===== config.mk =====
export PLATFORM = sky130hd
export DESIGN_NAME = opmode_sequencer_flat
export DESIGN_NICKNAME = d
export VERILOG_FILES = /design/src/rtl/opmode_seq_pkg.sv /design/src/rtl/opmode_sequencer_if.sv /design/src/rtl/opmode_prog_ram.sv /design/src/rtl/opmode_sequencer.sv /design/src/flat_wrapper.sv
export SDC_FILE = /design/constraint.sdc
export NUM_CORES = 1
export LEC_CHECK = 0
export ABC_AREA = 1
export ABC_CLOCK_PERIOD_IN_PS = 5710
export CORE_ASPECT_RATIO = 1.25
export CORE_MARGIN = 5
export CORE_UTILIZATION = 34
export CTS_CLUSTER_SIZE = 10
export DETAILED_ROUTE_END_ITERATION = 6
export GPL_TIMING_DRIVEN = 0
export PLACE_DENSITY = 0.48
export SYNTH_ARGS = -nofsm -noshare
export SYNTH_HDL_FRONTEND = slang
export SYNTH_SLANG_ARGS = --single-unit

===== constraint.sdc =====
create_clock -name CLK -period 5.71 [get_ports CLK]
set_clock_uncertainty 0.1 [all_clocks]
set_input_delay 0.8565 -clock CLK [delete_from_list [all_inputs] [get_ports CLK]]
set_output_delay 0.8565 -clock CLK [all_outputs]
set_load 0.03 [all_outputs]

===== src/rtl/opmode_seq_pkg.sv =====
// Shared types and field layout for the OPMODE micro-sequencer.
// A program entry is {last, rpt[3:0], opmode[7:0]}.
package opmode_seq_pkg;

  typedef enum logic [1:0] {
    IDLE = 2'd0,
    RUN  = 2'd1,
    DONE = 2'd2
  } state_e;

  localparam int unsigned OPM_LSB  = 0;
  localparam int unsigned OPM_MSB  = 7;
  localparam int unsigned RPT_LSB  = 8;
  localparam int unsigned RPT_MSB  = 11;
  localparam int unsigned LAST_BIT = 12;
  localparam int unsigned ENTRY_W  = 13;

  typedef struct packed {
    logic                       last;
    logic [RPT_MSB-RPT_LSB:0]   rpt;
    logic [OPM_MSB-OPM_LSB:0]   opmode;
  } prog_entry_t;

  // Split a raw program word into its fields.
  function automatic prog_entry_t to_entry(input logic [ENTRY_W-1:0] w);
    prog_entry_t e;
    e.last   = w[LAST_BIT];
    e.rpt    = w[RPT_MSB:RPT_LSB];
    e.opmode = w[OPM_MSB:OPM_LSB];
    return e;
  endfunction

endpackage


===== src/rtl/opmode_sequencer_if.sv =====
// Program/control/OPMODE bundle between a controller (master) and the sequencer (slave).
interface opmode_sequencer_if #(
  parameter int unsigned AW = 3
);
  import opmode_seq_pkg::*;

  logic               prog_we;
  logic [AW-1:0]      prog_addr;
  logic [ENTRY_W-1:0] prog_data;
  logic               start;
  logic               abort;
  logic               advance;
  logic [7:0]         OPMODE;
  logic               CEOPMODE;
  logic               busy;
  logic               done;
  logic               prog_err;

  modport master (
    output prog_we, prog_addr, prog_data, start, abort, advance,
    input  OPMODE, CEOPMODE, busy, done, prog_err
  );

  modport slave (
    input  prog_we, prog_addr, prog_data, start, abort, advance,
    output OPMODE, CEOPMODE, busy, done, prog_err
  );

endinterface


===== src/rtl/opmode_prog_ram.sv =====
// Program store: synchronous write, combinational read, contents survive reset.
module opmode_prog_ram
  import opmode_seq_pkg::*;
#(
  parameter int unsigned DEPTH = 8,
  parameter int unsigned AW    = $clog2(DEPTH)
) (
  input  logic               CLK,
  input  logic               we,
  input  logic [AW-1:0]      waddr,
  input  logic [ENTRY_W-1:0] wdata,
  input  logic [AW-1:0]      raddr,
  output logic [ENTRY_W-1:0] rdata
);

  logic [ENTRY_W-1:0] mem [DEPTH];

  always_ff @(posedge CLK) begin
    if (we) mem[waddr] <= wdata;
  end

  assign rdata = mem[raddr];

endmodule


===== src/rtl/opmode_sequencer.sv =====
// Issues a stored list of OPMODE words with a CEOPMODE load strobe per entry,
// holding each entry for its programmed number of extra (advance-qualified) cycles.
module opmode_sequencer
  import opmode_seq_pkg::*;
#(
  parameter int unsigned DEPTH = 8,
  parameter int unsigned AW    = $clog2(DEPTH)
) (
  input  logic                CLK,
  input  logic                RSTOPMODE,
  opmode_sequencer_if.slave   bus
);

  localparam logic [AW-1:0] PC_MAX = AW'(DEPTH - 1);

  state_e             state_q, state_d;
  logic [AW-1:0]      pc_q, pc_d;
  logic [3:0]         rcnt_q, rcnt_d;
  logic               last_q, last_d;
  logic [7:0]         opm_q, opm_d;
  logic               ce_q, ce_d;
  logic               done_q, done_d;
  logic               err_q, err_d;

  logic               ram_we;
  logic [AW-1:0]      rd_addr;
  logic [ENTRY_W-1:0] rd_data;
  prog_entry_t        rd_entry;

  // Writes are only accepted while idle; the read port looks ahead at the entry to load next.
  assign ram_we   = bus.prog_we && (state_q == IDLE);
  assign rd_addr  = (state_q == IDLE) ? '0 : pc_q + AW'(1);
  assign rd_entry = to_entry(rd_data);

  opmode_prog_ram #(.DEPTH(DEPTH), .AW(AW)) u_ram (
    .CLK   (CLK),
    .we    (ram_we),
    .waddr (bus.prog_addr),
    .wdata (bus.prog_data),
    .raddr (rd_addr),
    .rdata (rd_data)
  );

  always_comb begin
    state_d = state_q;
    pc_d    = pc_q;
    rcnt_d  = rcnt_q;
    last_d  = last_q;
    opm_d   = opm_q;
    ce_d    = 1'b0;
    done_d  = 1'b0;
    err_d   = err_q;

    if (bus.prog_we && (state_q != IDLE)) err_d = 1'b1;

    case (state_q)
      IDLE: begin
        if (bus.start && !bus.abort) begin
          opm_d   = rd_entry.opmode;
          rcnt_d  = rd_entry.rpt;
          last_d  = rd_entry.last;
          pc_d    = '0;
          ce_d    = 1'b1;
          err_d   = 1'b0;
          state_d = RUN;
        end
      end
      RUN: begin
        if (bus.abort) begin
          state_d = IDLE;
        end else if (bus.advance) begin
          if (rcnt_q != 4'd0) begin
            rcnt_d = rcnt_q - 4'd1;
          end else if (last_q || (pc_q == PC_MAX)) begin
            done_d  = 1'b1;
            state_d = DONE;
          end else begin
            pc_d   = pc_q + AW'(1);
            opm_d  = rd_entry.opmode;
            rcnt_d = rd_entry.rpt;
            last_d = rd_entry.last;
            ce_d   = 1'b1;
          end
        end
      end
      DONE: begin
        state_d = IDLE;
      end
      default: begin
        state_d = IDLE;
      end
    endcase
  end

  always_ff @(posedge CLK or posedge RSTOPMODE) begin
    if (RSTOPMODE) begin
      state_q <= IDLE;
      pc_q    <= '0;
      rcnt_q  <= 4'd0;
      last_q  <= 1'b0;
      opm_q   <= 8'h00;
      ce_q    <= 1'b0;
      done_q  <= 1'b0;
      err_q   <= 1'b0;
    end else begin
      state_q <= state_d;
      pc_q    <= pc_d;
      rcnt_q  <= rcnt_d;
      last_q  <= last_d;
      opm_q   <= opm_d;
      ce_q    <= ce_d;
      done_q  <= done_d;
      err_q   <= err_d;
    end
  end

  assign bus.OPMODE   = opm_q;
  assign bus.CEOPMODE = ce_q;
  assign bus.busy     = (state_q == RUN);
  assign bus.done     = done_q;
  assign bus.prog_err = err_q;

endmodule


===== src/flat_wrapper.sv =====
// flat-port wrapper written by rule: the top's interface ports become plain ports
module opmode_sequencer_flat import opmode_seq_pkg::*;
#(
  parameter int unsigned DEPTH = 8,
  parameter int unsigned AW    = $clog2(DEPTH)
)
  (CLK, RSTOPMODE, bus_prog_we, bus_prog_addr, bus_prog_data, bus_start, bus_abort, bus_advance, bus_OPMODE, bus_CEOPMODE, bus_busy, bus_done, bus_prog_err);
  opmode_sequencer_if #(.AW(AW)) bus_i ();
  input  logic CLK;
  input  logic RSTOPMODE;
  input wire logic [$bits(bus_i.prog_we)-1:0] bus_prog_we;
  input wire logic [$bits(bus_i.prog_addr)-1:0] bus_prog_addr;
  input wire logic [$bits(bus_i.prog_data)-1:0] bus_prog_data;
  input wire logic [$bits(bus_i.start)-1:0] bus_start;
  input wire logic [$bits(bus_i.abort)-1:0] bus_abort;
  input wire logic [$bits(bus_i.advance)-1:0] bus_advance;
  output wire logic [$bits(bus_i.OPMODE)-1:0] bus_OPMODE;
  output wire logic [$bits(bus_i.CEOPMODE)-1:0] bus_CEOPMODE;
  output wire logic [$bits(bus_i.busy)-1:0] bus_busy;
  output wire logic [$bits(bus_i.done)-1:0] bus_done;
  output wire logic [$bits(bus_i.prog_err)-1:0] bus_prog_err;
  assign bus_i.prog_we = bus_prog_we;
  assign bus_i.prog_addr = bus_prog_addr;
  assign bus_i.prog_data = bus_prog_data;
  assign bus_i.start = bus_start;
  assign bus_i.abort = bus_abort;
  assign bus_i.advance = bus_advance;
  assign bus_OPMODE = bus_i.OPMODE;
  assign bus_CEOPMODE = bus_i.CEOPMODE;
  assign bus_busy = bus_i.busy;
  assign bus_done = bus_i.done;
  assign bus_prog_err = bus_i.prog_err;
  opmode_sequencer #(.DEPTH(DEPTH), .AW(AW)) u_core (.CLK(CLK), .RSTOPMODE(RSTOPMODE), .bus(bus_i));
endmodule

==> results.txt, run 1 <==
- Outcome: finished, final reports clean
- The Yosys step of the flow raised 0 warnings.
* WP data arrival: 1.80 ns
* Detailed Routing Iterations Pass 1: 4
- Detailed-route via count: 3438
- Post-route clock period utilization: just under 50%
* VDD IR max: 0.192 mV
- Category of the worst setup path capture point: primary output
- Setup fix buffers added after clock tree synthesis: 0
* Weighted congestion reported at the end of routability-driven placement: 0.780
- CTS Buffer Depth: 2
* DR DRC count: 0
* Resize count post-CTS: 0
- Transition time at the pin with the least slew margin: just over 0.9 ns
* Part of the Yosys area used for sequential elements: 69.2%
- Port Buf Inserts: 33
- Final critical-path required period: 2.76 ns
- Relative to the synthesized area, the layout overhead comes to 22.7%.
- The tree is rooted in a sky130_fd_sc_hd__clkbuf_16.
- Setup violations remaining at the end of the flow were counted as 0.
- The floorplan has 51 rows.
- Final-layout fill cell count: 1483
- Once the floorplan was initialized, standard cells occupied approximately 34% of the core.
- TritonCTS built the clock tree.
- In the final routed layout, each cell accounts on average for about 17 um.
* Worst-skew pair later-pin latency: approximately 0.41 ns
* Final Max Slew Viols: 0
* Count of clock tree sinks: 125
* Final setup TNS: 0 ns
* Static Leakage: between 2 and 3 nW
- Yosys mapped the design onto 26 distinct sky130hd cell types.
- Cell depth of the worst min-delay path: 2
- After detailed routing, the total wire length is approximately 12000 um.
* Worst min-delay path class: register to register
- FF-to-FF Start: u_core.state_q[1]
- Total area of sequential cells: 3650 um2
- Power spread over the standard cell area amounts to 401 nW/um2.
- Number of ports placed on the die boundary: 34
* Netlist area before placement: 5270 um2
- Max-cap violations in this run came to 0.
- Flop and latch count out of synthesis: between 100 and 150
- Summed over all layers, the global routing overflow is 0.
- The first routing iteration left 258 violations.
- Number of antenna violations at the first check in global routing: 0
- After detailed routing, the number of vias per cell comes to 4.59.
- In this run the vertical extent of the chip is 149 um.
- In this run the worst path has a maximum fanout of 6.
- The critical path is of the register to primary output type.
* CP Launch Type: register
- Global routing used 14.7% of the available tracks across all layers.
- Number of nets still failing antenna checks after routing: 0
- Inserted Clock Buffers: 17
- Maximum number of pins on one net before global-route repair: 22
- Synthesized net count: between 400 and 500
* Share of layout cells above drive strength 1: 13.4%
- In the final layout, the multi-input gates occupy 1340 um2.
- Required time reported for the critical path endpoint: about 4.8 ns
- Post-DP HPWL: 8030 um
- Area of the placeable core: between 15000 and 20000 um2
- Hold buffer count at CTS: 0
- After synthesis, the mean cell area works out to 11.2 um2.
- # nets final: 549
- Via count of the first global-routing pass: 3547
- Measured along the x axis, the die boundary spans 121 um.
* Clk pin slew, worst setup/hold paths: around 0.060 ns
- In this run the number of H-tree levels came out at 4.
- Start point of the critical path: u_core.state_q[0]
- Relative slew slack: 38.2%
- The number of cells on the worst reg-to-reg path is 5.
* First-pass GRT wire length: 19600 um
* Final Hold Vio Count: 0
- RSZ-0062 raised after global routing: false
- Reg-to-Reg End: u_core.u_ram.mem[6][0]
- Cells fill 42.1% of the core in the end.
- 0 antenna diodes ended up in the layout.
- The die covers 18100 um2.
- Gate count after technology mapping: roughly 470
- The most critical setup path has its endpoint at bus_busy.
* Max Freq: 0.363 GHz
- Setup slack on the worst flop-to-flop path: approximately 3.3 ns
## where the power goes
group          switching [mW]  internal, mW  leakage, nW
Sequential             0.0330          1.05         1.21
Combinational           0.327         0.175         1.07
Clock                   0.403         0.603        0.265
Total                   0.763          1.83         2.54
## per-stage QoR
stage | instance area (um2) | std cells | hold WS (ns) | setup slack (ns) | total power, mW
6_report | 6470 | 749 | 0.376 | 2.95 | 2.59
5_1_grt | 6470 | 749 | 0.398 | 2.87 | 2.72
4_1_cts | 6470 | 749 | 0.383 | 2.93 | 2.62
3_5_place_dp | 5900 | 717 | 0.366 | 2.59 | 1.61
3_3_place_gp | 5870 | 716 | 0.366 | 2.24 | 1.61
2_1_floorplan | 5270 | 471 | 0.349 | 3.53 | 1.42
## cells by family (layout without fill, tap and decap cells)
family	Yosys count	in the layout	synth area share, %
AO/OA/AOI/OAI	48	48	5.67
adder cells (fa/ha/maj)	3	3	0.712
buffers and inverters	67	133	5.67
flip-flops	125	125	69.2
AND/OR/NAND/NOR	228	228	18.7
## critical path, stage by stage, from the launching register on
cell and delay, ns:
sky130_fd_sc_hd__dfrtp_1 0.40, sky130_fd_sc_hd__inv_2 0.09, sky130_fd_sc_hd__nor2_4 0.19, sky130_fd_sc_hd__clkdlybuf4s50_1 0.71
## layout make-up
class                      count  share of cell area (%)
sequential                   125                    56.4
multi-input combinational    279                    20.8
clock buffer                  17                    6.58
timing repair buffer          34                    5.34
tap                          212                    4.10
inverter                      49                    2.84
clock inverter                15                    2.19
buffer                        18                    1.78
## placed cells by master (no fill, tap or decap)
master / instances
sky130_fd_sc_hd__nand3_1: 50
sky130_fd_sc_hd__nand3_2: 1
sky130_fd_sc_hd__o21ai_2: 2
sky130_fd_sc_hd__o21a_1: 1
sky130_fd_sc_hd__inv_6: 2
sky130_fd_sc_hd__bufinv_16: 1
sky130_fd_sc_hd__nand2_4: 4
sky130_fd_sc_hd__a21oi_2: 1
sky130_fd_sc_hd__buf_4: 2
sky130_fd_sc_hd__clkinv_2: 1
sky130_fd_sc_hd__clkbuf_16: 17
sky130_fd_sc_hd__nor2_4: 1
sky130_fd_sc_hd__clkbuf_1: 4
sky130_fd_sc_hd__o21ai_0: 16
sky130_fd_sc_hd__clkinv_4: 5
sky130_fd_sc_hd__nand4_2: 1
sky130_fd_sc_hd__edfxtp_1: 104
sky130_fd_sc_hd__inv_1: 46
sky130_fd_sc_hd__o211ai_1: 18
sky130_fd_sc_hd__nor2_2: 12
sky130_fd_sc_hd__nor2_1: 61
sky130_fd_sc_hd__clkinvlp_4: 4
sky130_fd_sc_hd__ha_1: 3
sky130_fd_sc_hd__clkdlybuf4s50_1: 33
sky130_fd_sc_hd__inv_2: 3
sky130_fd_sc_hd__o21ai_1: 6
sky130_fd_sc_hd__nor3_1: 2
sky130_fd_sc_hd__inv_8: 1
sky130_fd_sc_hd__buf_2: 8
sky130_fd_sc_hd__clkinv_1: 1
sky130_fd_sc_hd__buf_8: 1
sky130_fd_sc_hd__dfrtp_1: 21
sky130_fd_sc_hd__a21oi_1: 4
sky130_fd_sc_hd__buf_6: 4
sky130_fd_sc_hd__nand2_1: 95
sky130_fd_sc_hd__or2_2: 1
## flip-flops by register name (all words and copies together), names as in the netlist
signal	cells
u_core.pc_q	3
u_core.bus.CEOPMODE	1
u_core.u_ram.mem	104
u_core.bus.OPMODE	8
u_core.bus.done	1
u_core.bus.prog_err	1
u_core.rcnt_q	4
u_core.last_q	1
u_core.state_q	2
## worst min-delay path by stage
stage / to / from
2_1_floorplan: u_core.rcnt_q[1] / u_core.rcnt_q[1]
3_3_place_gp: u_core.rcnt_q[1] / u_core.rcnt_q[1]
3_5_place_dp: u_core.bus.OPMODE[3] / u_core.bus.OPMODE[3]
4_1_cts: u_core.bus.OPMODE[3] / u_core.bus.OPMODE[3]
5_1_grt: u_core.rcnt_q[1] / u_core.rcnt_q[1]
6_report: u_core.bus.OPMODE[3] / u_core.bus.OPMODE[3]
## Yosys cell counts, drive strengths merged
library cell | count | area, um2
ha | 3 | 37.5
nand2 | 99 | 402
a21oi | 5 | 28.8
o21a | 1 | 7.51
nor2 | 74 | 295
nor3 | 2 | 10.0
edfxtp | 104 | 3120
nand4 | 1 | 12.5
o21ai | 24 | 128
buf | 14 | 100
clkbuf | 4 | 15.0
o211ai | 18 | 135
nand3 | 51 | 260
dfrtp | 21 | 526
or2 | 1 | 6.26
inv | 49 | 184
## routing by layer
layer  vias up  share of wire, %  GRT usage, %
met3         4               5.0          3.64
li1       1706                 -             -
met5         -                 0             0
met4         0              0.73          5.77
met2        84                50          24.6
met1      1644                44          18.2
Power figures use the tool's default switching activity.
==> run 2, diff against run 1 <==
--- a/config.mk
+++ b/config.mk
@@ -6,14 +6,14 @@
 export NUM_CORES = 1
 export LEC_CHECK = 0
 export ABC_AREA = 1
-export ABC_CLOCK_PERIOD_IN_PS = 5710
+export ABC_CLOCK_PERIOD_IN_PS = 2400
 export CORE_ASPECT_RATIO = 1.25
 export CORE_MARGIN = 5
 export CORE_UTILIZATION = 34
 export CTS_CLUSTER_SIZE = 10
 export DETAILED_ROUTE_END_ITERATION = 6
 export GPL_TIMING_DRIVEN = 0
-export PLACE_DENSITY = 0.48
+export PLACE_DENSITY = 0.5
 export SYNTH_ARGS = -nofsm -noshare
 export SYNTH_HDL_FRONTEND = slang
 export SYNTH_SLANG_ARGS = --single-unit
==> constraint.sdc (replaced) <==
create_clock -name CLK -period 2.4 [get_ports CLK]
set_clock_uncertainty 0.1 [all_clocks]
set_input_delay 0.36 -clock CLK [delete_from_list [all_inputs] [get_ports CLK]]
set_output_delay 0.36 -clock CLK [all_outputs]
set_load 0.03 [all_outputs]
==> run 2 against run 1 <==
  * The flow now finishes with violations (setup timing)
  * Die area is the same
  * Combinational power rose by 140%
  * First-iteration DRC count grew 20%
  * Routed wire length up 0.11%
  * Largest cell class unchanged
==> results.txt, run 2 (synthesis results as in run 1) <==
- Post-route design area: 6480 um2 (+0.19%)
* CTS Buffer Depth: 2 (unchanged)
* Category of the worst setup path capture point: register
- The clock edge transition at the registers on the reported setup and hold paths is 0.06 ns (about the same).
- Post-place instance area: 5890 um2 (-0.19%)
- DR DRC count: 0 (unchanged)
- Detailed Routing Iterations Pass 1: 5 (+1)
- FF-to-FF Start: u_core.state_q[1]
- Number of ports placed on the die boundary: 34 (unchanged)
- Hold buffer count at CTS: 0 (unchanged)
- All-layer global routing usage: 14.6% (-0.070 points)
- Number of nets still failing antenna checks after routing: 0 (unchanged)
* Count of clock tree sinks: 125 (unchanged)
- The number of antenna cells inserted is 0 (unchanged).
* Area Overhead vs Synth: 23.0%
- CP peak stage delay: 0.59 ns (-0.12 ns)
* Root Buffer Master: sky130_fd_sc_hd__clkbuf_16
- Total Die Area: 18100 um2 (unchanged)
- Post-Route WL: 12400 um (+0.11%)
* Total number of placement rows: 51 (unchanged)
- The die outline width is 121 um (unchanged).
* VDD IR max: 0.547 mV (+180%)
- Relative slew slack: 38.3% (+0.087 points)
- The worst setup path is of the register to register kind.
- Placement-stage worst setup slack: -0.537 ns (-3.13 ns)
* Drt via density: 4.74 (+3.3%)
- The critical path data required time came to 2.42 ns (-2.33 ns).
- The worst setup path is launched from a register.
- The flow ran to the end, but the final reports show violations.
* Final Hold Vio Count: 0 (unchanged)
* Drt initial violations: 309 (+20%)
- The flip-flop count of the largest register, all copies and words added is 104 (unchanged).
* Inserted Clock Buffers: 17 (unchanged)
- Cell with the most instances on the worst path: sky130_fd_sc_hd__nor2_1
- Grouping stages by cell kind, the critical path spends the most delay in simple AND/OR/NAND/NOR gates.
- Most common cell after layout, fill and taps aside: sky130_fd_sc_hd__edfxtp_1
- Transition time at the pin with the least slew margin: 0.924 ns (-0.00130 ns)
- Max Freq: 0.414 GHz
- CTS H-tree depth: 4 (unchanged)
* Vertical die dimension: 149 um (unchanged)
* Power density over the cells: 948 nW/um2 (+140%)
- TritonCTS built the clock tree.
- Maximum number of pins on one net before global-route repair: 22 (unchanged)
- Max Cap Viol: 0 (unchanged)
- Detailed-route via count: 3553 (+3.3%)
* Final Max Slew Viols: 0 (unchanged)
* Static Leakage: 2.54 nW (-0.14%)
* Final core utilization: 42.1% (+0.081 points)
- The total overflow reported by the global router is 0 (unchanged).
- Port Buf Inserts: 33 (unchanged)
* First-pass GRT wire length: 19400 um (-1.1%)
* Critical path's slowest cell: sky130_fd_sc_hd__nor2_1
- The average wire per cell in the routed design is 16.6 um (+0.11%).
- The minimum hold slack is 0.297 ns (-0.0793 ns).
- The area used by multi-input combinational logic was 1370 um2 (+2.0%).
- Final-layout fill cell count: 1463 (-1.3%)
- The post-CTS setup-driven buffer insertion count is 0 (unchanged).
- The setup-violating endpoint count in the final report is 20 (+20).
- Post-DP HPWL: 7890 um (-1.8%)
- The clock latency at the later pin of the worst-skew pair is 0.42 ns (about the same).
* CP max FO: 8 (+2)
- Dividing the final minimum period by the clock period gives 101%.
- Commonest cells after routing, fill and taps aside: sky130_fd_sc_hd__edfxtp_1 (104), sky130_fd_sc_hd__nand2_1 (95), sky130_fd_sc_hd__nor2_1 (62)
* Area of the placeable core: 15400 um2 (unchanged)
- The final reports fail on setup timing.
- Register with the most flip-flops: u_core.u_ram.mem
- The post-cts gate resize count was 5 (+5).
- Total buffers and inverters traversed by the critical path: 2 (unchanged)
- The data arrival time of the critical path came to 2.43 ns (+0.63 ns).
- Via count of the first global-routing pass: 3459 (-2.5%)
- Final setup TNS: -0.116 ns (-0.116 ns)
* Sequence of cells on the critical path: inv_1 > nand2_4 > nor2_1 > nand2_1 > nor2_1 > buf_6
- # nets final: 549 (unchanged)
- The worst hold path belongs to the class input port to asynchronous set/reset pin.
- RSZ-0062 raised after global routing: true
- The routability congestion estimate from global placement is 0.761 (-2.4%).
- Start point of the critical path: u_core.state_q[1]
- Minimum setup slack in the final design: -0.0126 ns (-2.97 ns)
- The number of antenna violations at the first check in global routing is 0 (unchanged).
- Total area of sequential cells: 3650 um2 (unchanged)
- Final critical-path required period: between 2 and 2.5 ns
- The initial core utilization was 34.3% (unchanged).
* Share of layout cells above drive strength 1: 13.4% (unchanged)
[run 2: cell count changes in the layout (fill, tap and decap cells not counted), sizes merged]
cell | previous run | this run
inv | 52 | 57
buf | 15 | 14
bufinv | 1 | 0
clkinv | 7 | 3
clkbuf | 21 | 22
[run 2: metal layers]
metal	global-route usage, %	share of wire, %	wire length [um]	vias to the layer above
li1	-	-	-	1703
met1	18.9	42	5230	1698
met2	22.8	48	5900	132
met3	5.01	8.4	1040	20
met4	5.44	2.0	247	0
met5	0	0	0	-
[run 2: area by class of cell]
type | instances | share of cell area [%]
plain buffers | 18 | 1.82
inverters | 49 | 2.84
clock buffers | 17 | 6.56
clock inverters | 15 | 1.97
flip-flops and latches | 125 | 56.3
repair buffers | 34 | 5.27
well taps | 212 | 4.09
multi-input cells | 279 | 21.1
[run 2: final timing paths]
kind / end / slack [ns] / depth (start not counted)
max in group asynchronous: u_core.bus.done / 1.38 / 2
max reg2reg: u_core.u_ram.mem[4][0] / -0.01 / 6
min reg2reg: u_core.bus.OPMODE[3] / 0.38 / 2
min: u_core.bus.OPMODE[7] / 0.30 / 2
max: u_core.u_ram.mem[4][0] / -0.01 / 6
min in group CLK: u_core.bus.OPMODE[3] / 0.38 / 2
[run 2: where the power goes]
group          internal (mW)  total, mW  switching (mW)
sequential              2.50       2.58          0.0814
clock                   1.35       2.38            1.02
combinational          0.415       1.19           0.772
[run 2: through the flow]
step / power [mW] / instances
after global placement: 3.81 / 716
after global routing: 6.44 / 749
after detailed placement: 3.82 / 717
final: 6.14 / 749
after CTS: 6.20 / 749
after floorplan: 3.38 / 471
==> run 3, diff against run 2 <==
--- a/config.mk
+++ b/config.mk
@@ -6,14 +6,12 @@
 export NUM_CORES = 1
 export LEC_CHECK = 0
 export ABC_AREA = 1
-export ABC_CLOCK_PERIOD_IN_PS = 2400
-export CORE_ASPECT_RATIO = 1.25
 export CORE_MARGIN = 5
-export CORE_UTILIZATION = 34
+export CORE_UTILIZATION = 30
 export CTS_CLUSTER_SIZE = 10
 export DETAILED_ROUTE_END_ITERATION = 6
 export GPL_TIMING_DRIVEN = 0
-export PLACE_DENSITY = 0.5
+export PLACE_DENSITY = 0.45
 export SYNTH_ARGS = -nofsm -noshare
 export SYNTH_HDL_FRONTEND = slang
 export SYNTH_SLANG_ARGS = --single-unit
==> run 3 against run 2 <==
  * First-iteration DRC count decreased by 32%
  * Critical path type unchanged
  * Critical endpoint is now u_core.u_ram.mem[3][6]
  * Non-clock buffer count grew 1
  * Power is 2.0% lower
  * The run still ends with setup timing left
==> results.txt, run 3 (synthesis results as in run 1) <==
* Required time reported for the critical path endpoint: 2.33 ns (-0.09 ns)
- Share of layout cells above drive strength 1: 13.2% (-0.21 points)
- Violations in the final reports: setup timing
- The remaining antenna violation count after routing came to 0 (unchanged).
- Drt initial violations: 211 (-32%)
- The global-route total usage across every layer came to 13.2% (-1.4 points).
- The number of hold buffers added after CTS came to 0 (unchanged).
- # nets final: 550 (+0.18%)
* Final Max Slew Viols: 0 (unchanged)
- Number of antenna violations at the first check in global routing: 0 (unchanged)
- The clock latency at the later pin of the worst-skew pair was 0.41 ns (about the same).
- The worst supply voltage drop on vdd is 0.461 mV (-16%).
- Reg-to-Reg End: u_core.u_ram.mem[3][6]
- Endpoint of the worst setup timing path: u_core.u_ram.mem[3][6]
- Drt via density: 4.53 (-4.5%)
- The detailed-route DRC error count was 0 (unchanged).
- CP peak stage delay: 0.77 ns (+0.18 ns)
* CTS tree: built
- WS Path Type: register to register
- The core region area is 17300 um2 (+12%).
- CP max FO: 13 (+5)
* Die Span X: 143 um (+17%)
- Max Freq: 0.409 GHz (-1.3%)
- The worst-case setup margin in the final layout came to -0.0456 ns (-0.0330 ns).
* Maximum number of pins on one net before global-route repair: 22 (unchanged)
- Total Die Area: 20300 um2 (+12%)
- STA classifies the critical path endpoint as a register.
- The routability congestion estimate from global placement came to 0.762 (+0.22%).
- The clock period minus worst slack was 2.45 ns (+0.0330 ns).
* Total power of the final layout: 6.02 mW (-2.0%)
- The library cell used most frequently in the layout, excluding fill and tap cells, is sky130_fd_sc_hd__edfxtp_1.
- Number of ports placed on the die boundary: 34 (unchanged)
- Inserted Clock Buffers: 17 (unchanged)
* Post-Route WL: 12700 um (+2.2%)
* First-pass GRT wire length: 19500 um (+0.28%)
- Start point of the critical path: u_core.state_q[1]
- Root Buffer Master: sky130_fd_sc_hd__clkbuf_16
- Static Leakage: 2.53 nW (-0.56%)
- Total number of placement rows: 48 (-5.9%)
- CTS Buffer Depth: 2 (unchanged)
- Sequence of cells on the critical path: inv_1 > nand2_4 > nor2_1 > nand2_1 > nor2_2
* Worst min-delay path class: input port to asynchronous set/reset pin
- Post-DP HPWL: 8270 um (+4.8%)
- Post-Place Cells: 731 (+2.0%)
* Power density over the cells: 929 nW/um2 (-2.0%)
* Critical path's slowest cell: sky130_fd_sc_hd__nor2_2
- The slew of the pin with the lowest slew margin was 0.946 ns (+0.0223 ns).
* Register with the most flip-flops: u_core.u_ram.mem
- Count of clock tree sinks: 125 (unchanged)
- Commonest cells after routing, fill and taps aside: sky130_fd_sc_hd__edfxtp_1 (104), sky130_fd_sc_hd__nand2_1 (95), sky130_fd_sc_hd__nor2_1 (61)
- Final setup violation count: 26 (+30%)
- Relative slew slack: 36.8% (-1.5 points)
- The area growth from synthesis to layout is 23.0% (unchanged).
* CTS H-tree depth: 4 (unchanged)
- The flip-flop count of the largest register, all copies and words added came to 104 (unchanged).
- The cell depth of the worst flop-to-flop path was 5 (-1).
- The average wire per cell in the routed design was 16.6 um (+0.32%).
- RSZ-0062 raised after global routing: true
- The run finished, with violations left.
- Via count of the first global-routing pass: 3330 (-3.7%)
* Post-route clock period utilization: 102% (+1.4 points)
- The count of max-cap constraint violations came to 0 (unchanged).
- The total number of vias came to 3457 (-2.7%).
- The initial core utilization was 30.5% (-3.8 points).
* Final Hold Vio Count: 0 (unchanged)
* Clk pin slew, worst setup/hold paths: 0.06 ns (about the same)
- The data arrival time of the critical path was 2.38 ns (-0.05 ns).
* Vertical die dimension: 143 um (-4.5%)
* Final-layout fill cell count: 1697 (+16%)
- The count of input and output buffers came to 33 (unchanged).
- FF-to-FF Start: u_core.state_q[1]
- The register-to-register path setup slack came to -0.05 ns (-0.03 ns).
* CP Launch Type: register
- The total overflow reported by the global router came to 0 (unchanged).
- The detailed-routing iteration count for the pre-antenna-repair pass was 4 (-1).
- Non-filler instance count after layout: 763 (+1.9%)
- Number of inserted diodes: 0 (unchanged)
[run 3: routing by layer]
metal  wire (um)  track usage (%)  vias up  part of all wire (%)
li1            -                -     1702                     -
met1        6150             18.7     1667                    48
met2        5690             19.2       75                    45
met3         664             3.86       13                   5.2
met4         194             4.90        0                   1.5
met5           0                0        -                     0
[run 3: report_power, final]
part	switching [mW]	internal [mW]	leakage (nW)	total (mW)
Sequential	0.0807	2.50	1.21	2.58
Clock	0.927	1.31	0.240	2.24
Combinational	0.781	0.417	1.08	1.20
[run 3: worst max-delay path, delay by kind of cell (launching register included)]
| family | cells | cell delay [ns] |
|---|---|---|
| buffers and inverters | 1 | 0.15 |
| and+or+nand+nor | 4 | 1.37 |
| DFF | 1 | 0.44 |
[run 3: stage by stage]
| step | setup TNS [ns] | setup WS (ns) | hold WS [ns] | area [um2] | util (%) |
|---|---|---|---|---|---|
| 2_1_floorplan | 0 | 0.479 | 0.237 | 5270 | - |
| 3_3_place_gp | -63.21 | -0.657 | 0.363 | 5880 | 34.0 |
| 3_5_place_dp | -23.23 | -0.309 | 0.368 | 5930 | 34.3 |
| 4_1_cts | -5.87 | -0.113 | 0.345 | 6460 | 37.3 |
| 5_1_grt | -6.39 | -0.190 | 0.390 | 6480 | 37.5 |
| 6_report | -0.970 | -0.0456 | 0.317 | 6480 | 37.5 |
[run 3: worst min path at each step]
stage | slack [ns] | start | endpoint
6_report | 0.32 | RSTOPMODE | u_core.bus.OPMODE[5]
5_1_grt | 0.39 | RSTOPMODE | u_core.last_q
3_3_place_gp | 0.36 | u_core.bus.OPMODE[1] | u_core.bus.OPMODE[1]
2_1_floorplan | 0.24 | RSTOPMODE | u_core.bus.CEOPMODE
4_1_cts | 0.34 | RSTOPMODE | u_core.bus.OPMODE[7]
3_5_place_dp | 0.37 | u_core.bus.OPMODE[7] | u_core.bus.OPMODE[7]
[run 3: what timing repair did]
item	CTS	global route
endpoints found under the setup margin	86	70
gates resized for setup	2	4
gates cloned	0	0
setup buffers	0	0
[run 3: cell type report]
| type | instances | area (um2) | area share [%] |
|---|---|---|---|
| flip-flops and latches | 125 | 3650 | 56.3 |
| multi-input cells | 279 | 1370 | 21.1 |
| clock buffers | 18 | 429 | 6.62 |
| repair buffers | 35 | 357 | 5.50 |
| well taps | 225 | 282 | 4.34 |
| inverters | 49 | 184 | 2.84 |
| plain buffers | 18 | 115 | 1.78 |
| clock inverters | 14 | 97.6 | 1.51 |
